--- src/rtl/pd_pkg.sv ---
// rtl/pd_pkg.sv - shared Prisoner's Dilemma decision codes, strategy codes and FSM states
//
// Purpose : common definitions used by strategy_player and the payoff calculator.
//   DEC_*   : decision encoding (0 = cooperate, 1 = defect)
//   STRAT_* : 3-bit strategy selector codes
//   pd_state_t : 2-bit per-round FSM encoding (IDLE / DECIDE / WAIT_OPP)
package pd_pkg;

  localparam logic DEC_COOP   = 1'b0;
  localparam logic DEC_DEFECT = 1'b1;

  localparam logic [2:0] STRAT_ALWAYS_COOP   = 3'd0;
  localparam logic [2:0] STRAT_ALWAYS_DEFECT = 3'd1;
  localparam logic [2:0] STRAT_TIT_FOR_TAT   = 3'd2;
  localparam logic [2:0] STRAT_GRUDGER       = 3'd3;
  localparam logic [2:0] STRAT_TIT_FOR_2TATS = 3'd4;
  localparam logic [2:0] STRAT_PAVLOV        = 3'd5;
  localparam logic [2:0] STRAT_RANDOM        = 3'd6;
  localparam logic [2:0] STRAT_RESERVED      = 3'd7;

  typedef enum logic [1:0] {
    IDLE     = 2'd0,
    DECIDE   = 2'd1,
    WAIT_OPP = 2'd2
  } pd_state_t;

endpackage

--- src/rtl/lfsr8.sv ---
// rtl/lfsr8.sv - free-running 8-bit Fibonacci LFSR, polynomial x^8+x^6+x^5+x^4+1
//
// Purpose : pseudo-random bit source for the RANDOM strategy.
// Ports   : clk   in  1  clock, rising edge
//           rst_n in  1  synchronous active-low reset (loads SEED)
//           q     out 8  current LFSR state
// Params  : SEED  reset value; an all-zero seed would lock up, so it is replaced by 8'h01
module lfsr8 #(
  parameter logic [7:0] SEED = 8'hA5
) (
  input  logic       clk,
  input  logic       rst_n,
  output logic [7:0] q
);

  localparam logic [7:0] SEED_EFF = (SEED == 8'h00) ? 8'h01 : SEED;

  always_ff @(posedge clk) begin
    if (!rst_n) begin
      q <= SEED_EFF;
    end else begin
      // Taps at 8,6,5,4 -> bits 7,5,4,3; shift left, feedback into bit 0.
      q <= {q[6:0], q[7] ^ q[5] ^ q[4] ^ q[3]};
    end
  end

endmodule

--- src/rtl/strategy_player.sv ---
// rtl/strategy_player.sv - one Prisoner's Dilemma player: strategy mux, opponent history, round FSM
//
// Purpose : on an accepted round_start emits one registered decision from the selected
//           strategy, then waits for the opponent's move and records it.
// Ports   : clk, rst_n (sync active-low), game_clear (sync clear of game state)
//           strategy_sel[2:0], round_start, opp_decision_valid, opp_decision  (inputs)
//           decision, decision_valid (1-cycle pulse), busy, round_count[7:0] (registered outputs)
// Config  : STRATEGY_LFSR_EN defined  -> strategy 6 uses bit 0 of a free-running LFSR
//           STRATEGY_LFSR_EN undefined -> strategy 6 behaves as tit-for-tat, no LFSR built
module strategy_player
  import pd_pkg::*;
#(
  parameter int         HIST_DEPTH = 8,
  parameter logic [7:0] LFSR_SEED  = 8'hA5
) (
  input  logic       clk,
  input  logic       rst_n,
  input  logic       game_clear,
  input  logic [2:0] strategy_sel,
  input  logic       round_start,
  input  logic       opp_decision_valid,
  input  logic       opp_decision,
  output logic       decision,
  output logic       decision_valid,
  output logic       busy,
  output logic [7:0] round_count
);

  pd_state_t             state;
  logic [HIST_DEPTH-1:0] history;
  logic                  grudge;
  logic                  last_own;
  logic                  first_round;
  logic                  rand_bit;
  logic                  next_dec;

`ifdef STRATEGY_LFSR_EN
  logic [7:0] lfsr_q;
  logic       unused_lfsr;

  lfsr8 #(
    .SEED (LFSR_SEED)
  ) u_lfsr8 (
    .clk   (clk),
    .rst_n (rst_n),
    .q     (lfsr_q)
  );

  assign rand_bit    = lfsr_q[0];
  assign unused_lfsr = ^lfsr_q[7:1];
`else
  logic unused_seed;

  // Without the LFSR, RANDOM degrades to tit-for-tat.
  assign rand_bit    = first_round ? DEC_COOP : history[0];
  assign unused_seed = ^LFSR_SEED;
`endif

  assign first_round = (round_count == 8'd0);

  always_comb begin
    next_dec = DEC_COOP;
    case (strategy_sel)
      STRAT_ALWAYS_COOP:   next_dec = DEC_COOP;
      STRAT_ALWAYS_DEFECT: next_dec = DEC_DEFECT;
      STRAT_TIT_FOR_TAT:   next_dec = first_round ? DEC_COOP : history[0];
      STRAT_GRUDGER:       next_dec = grudge;
      STRAT_TIT_FOR_2TATS: next_dec = (round_count >= 8'd2) & history[0] & history[1];
      // Win-stay / lose-shift: switch own move after being defected on.
      STRAT_PAVLOV:        next_dec = first_round ? DEC_COOP : (history[0] ? ~last_own : last_own);
      STRAT_RANDOM:        next_dec = rand_bit;
      default:             next_dec = DEC_COOP;
    endcase
  end

  always_ff @(posedge clk) begin
    if (!rst_n || game_clear) begin
      // The LFSR is not cleared here; game_clear leaves it running.
      state          <= IDLE;
      decision       <= DEC_COOP;
      decision_valid <= 1'b0;
      busy           <= 1'b0;
      round_count    <= 8'd0;
      history        <= '0;
      grudge         <= 1'b0;
      last_own       <= 1'b0;
    end else begin
      decision_valid <= 1'b0;
      case (state)
        IDLE: begin
          if (round_start) begin
            decision       <= next_dec;
            last_own       <= next_dec;
            decision_valid <= 1'b1;
            busy           <= 1'b1;
            state          <= DECIDE;
          end
        end
        DECIDE: begin
          state <= WAIT_OPP;
        end
        WAIT_OPP: begin
          // round_start arriving here is dropped; no request queueing.
          if (opp_decision_valid) begin
            history <= {history[HIST_DEPTH-2:0], opp_decision};
            grudge  <= grudge | opp_decision;
            if (round_count != 8'd255) begin
              round_count <= round_count + 8'd1;
            end
            busy  <= 1'b0;
            state <= IDLE;
          end
        end
        default: begin
          busy  <= 1'b0;
          state <= IDLE;
        end
      endcase
    end
  end

endmodule

--- config.mk ---
export PLATFORM = sky130hd
export DESIGN_NAME = strategy_player
export DESIGN_NICKNAME = d
export VERILOG_FILES = /design/src/rtl/pd_pkg.sv /design/src/rtl/lfsr8.sv /design/src/rtl/strategy_player.sv
export SDC_FILE = /design/constraint.sdc
export NUM_CORES = 1
export LEC_CHECK = 0
export ABC_AREA = 1
export CORE_MARGIN = 2
export CORE_UTILIZATION = 52
export DETAILED_ROUTE_END_ITERATION = 6
export PLACE_DENSITY = 0.83
export SYNTH_ARGS = -nofsm -noshare
export SYNTH_HDL_FRONTEND = slang
export SYNTH_SLANG_ARGS = --single-unit
--- constraint.sdc ---
create_clock -name clk -period 2.1 [get_ports clk]
set_clock_uncertainty 0.1 [all_clocks]
set_input_delay 0.42 -clock clk [delete_from_list [all_inputs] [get_ports clk]]
set_output_delay 0.42 -clock clk [all_outputs]
set_load 0.05 [all_outputs]
==> metrics.cfg <==
[outcome]
status=completed

[drt]
drt_iter0_markers=13
route.detailed.drc=0
drt-total-wl_mm=1.90
ant_nets=0
dr_total_vias=873
firstDrtPassIters=4
routed_via_density=5.17
wire_per_inst_um=11.3

[clock_network]
cts-hold-fix-buffers=0
ctsLongestPathBuffers=2
root_buffer=clkbuf_4
cts_sinks=16
cts-buffers-inserted=3
path_clk_slew_ns=0.10
h-tree-depth=1
tritoncts=done
worstSkewPairLatency_ns=0.29

[min_path]
holdCritPathClass=flop to flop
hold_depth=2
hp-start=grudge
min_to=grudge

[yosys]
avgSynthCellArea_um2=6.68
yosys_warnings=0
synth.area.top_cells=dfxtp_1, nand2_1, inv_1
synthCells=130
synth_area_um2=868
synth_top_area_share_pct=36.9
synth_nets=142
yosysUniqueCellTypes=21
ys_seq_area_share_pct=36.9
synth-edff-count=0
yosysTopAreaCell=dfxtp_1
ys.flop_type=dfxtp_1
async_flop_share_pct=0
yosys_register_bits=16

[timing]
setup-violations-final=0
worst_pin_slew_ns=0.500
rsz0062_at_grt=no
hold_violations=0
period_minus_slack_ns=2.03
tns_ns=0
max_freq_mhz=493
slew_violations=0
relSlewSlack_pct=66.6
finalCritPeriodShare_pct=96.7

[final_layout]
final_cell_mix=nand2_1, inv_1, nor2_1, dfxtp_1, clkdlybuf4s50_1
insertedDiodeCount=0
fin_nets=166
final_cells=169
area_growth_pct=27.5
drive_gt1_share_pct=10.5
layout_commonest_cell=nand2_1
fin_util_pct=71.8

[grt]
grt.overflow.total=0
grt.total_usage_pct=23.1
antenna_found_initial=0
first_global_vias=819
grt_pass1_wl_mm=3.39
grt_max_degree=11

[worst_setup_path]
critPathSlowestCell=clkdlybuf4s50_1
r2r_end=round_count[3]
timing.rr.start=round_count[1]
max_stage_delay_ns=0.82
crit_path_cell_trace=clkdlybuf4s50_1
crit_path_max_fanout=5
cp.arrival_ns=1.51
worst-path-buf-inv=1
crit_type=flop to output port
rr_worst_depth=8
cp-start-kind=flop
end_kind=output port
r2r_slack_ns=0.54
cp_top_family=buffers and inverters
worstPathRequired_ns=1.58

[flow_run]
drv_cap=0

[floorplan]
placeableCoreArea_um2=1540
die_w_um=44.9
dieArea_um2=2010
io_pins=20
start_util_pct=56.3
std_cell_rows=14
die_h_um=44.9

[placement]
dp_hpwl_mm=1.42
gp_congestion=0.853
io_buffers=19
dpl.cell_count=165

[pwr]
ir_drop_mv=0.423
leakagePower_nw=0.534
powerDensity_nw_per_um2=520

[area by class of cell]
cell class | instances | area [µm²]
Clock buffer | 4 | 36.3
Fill cell | 127 | 434
Inverter | 20 | 75.1
Multi-Input combinational cell | 93 | 468
Sequential cell | 16 | 320
Tap cell | 16 | 20.0
Timing Repair Buffer | 20 | 188
[metrics by stage]
stage / setup WS (ns) / instance area (µm²) / hold slack, ns / power (mW)
2_1_floorplan: 0.332 / 868 / 0.327 / 0.347
3_3_place_gp: 0.341 / 1070 / 0.343 / 0.374
3_5_place_dp: 0.281 / 1070 / 0.362 / 0.376
4_1_cts: 0.0290 / 1100 / 0.378 / 0.579
5_1_grt: 0.0126 / 1110 / 0.385 / 0.602
6_report: 0.0699 / 1110 / 0.379 / 0.576
[logic make-up (layout without fill, tap and decap cells)]
kind of cell,after synthesis,in the layout,synth area share (%)
xor gates and xnor gates,4,4,4.04
adders and majority gates,3,3,4.32
AOI/OAI and AO/OA,16,16,9.80
buffers and inverters,21,44,9.22
and+or+nand+nor,70,70,35.7
DFF,16,16,36.9
[what timing repair did]
item	4_1_cts	5_1_grt
gates resized for setup	0	1
endpoints found under the setup margin	0	1
setup buffers	0	0
[report_power, final]
part | internal, mW | switching [mW] | total [mW]
combinational | 0.0266 | 0.0331 | 0.0597
clock | 0.106 | 0.100 | 0.206
sequential | 0.307 | 0.00232 | 0.310
total | 0.440 | 0.136 | 0.576
[registers in the layout, indices dropped and copies added, names as in the netlist]
name,flops
busy,1
history,2
grudge,1
last_own,1
state,2
round_count,8
decision_valid,1
[worst min-delay path, delay by kind of cell, from the launching register on]
kind | cells | cell delay (ns)
DFF | 1 | 0.33
AOI/OAI and AO/OA | 1 | 0.05
buffers and inverters | 1 | 0.06
[synth_stat cells (2+ instances only)]
cell type   n
dfxtp_1    16
a21oi_1     9
ha_1        3
o21ai_0     6
inv_1      19
nor2_1     17
nand3_1     6
nand4_1     2
nor3_1      5
xor2_1      3
nand2_1    34
[layer usage]
| metal | up-vias | track usage (%) | wire length (µm) |
|---|---|---|---|
| met4 | 0 | 11.8 | 36 |
| met1 | 391 | 28.5 | 850 |
| met5 | - | 0 | 0 |
| li1 | 456 | - | - |
| met3 | 5 | 3.20 | 91 |
| met2 | 21 | 39.1 | 924 |
[worst max-delay path by stage]
| stage | cells past startpoint | end | from |
|---|---|---|---|
| after floorplan | 8 | round_count[5] | round_count[1] |
| after global placement | 7 | round_count[3] | opp_decision_valid |
| after detailed placement | 7 | round_count[3] | opp_decision_valid |
| after CTS | 1 | round_count[7] | round_count[7] |
| after global routing | 1 | round_count[6] | round_count[6] |
| final | 1 | round_count[6] | round_count[6] |
(Power assumes the default switching activity.)
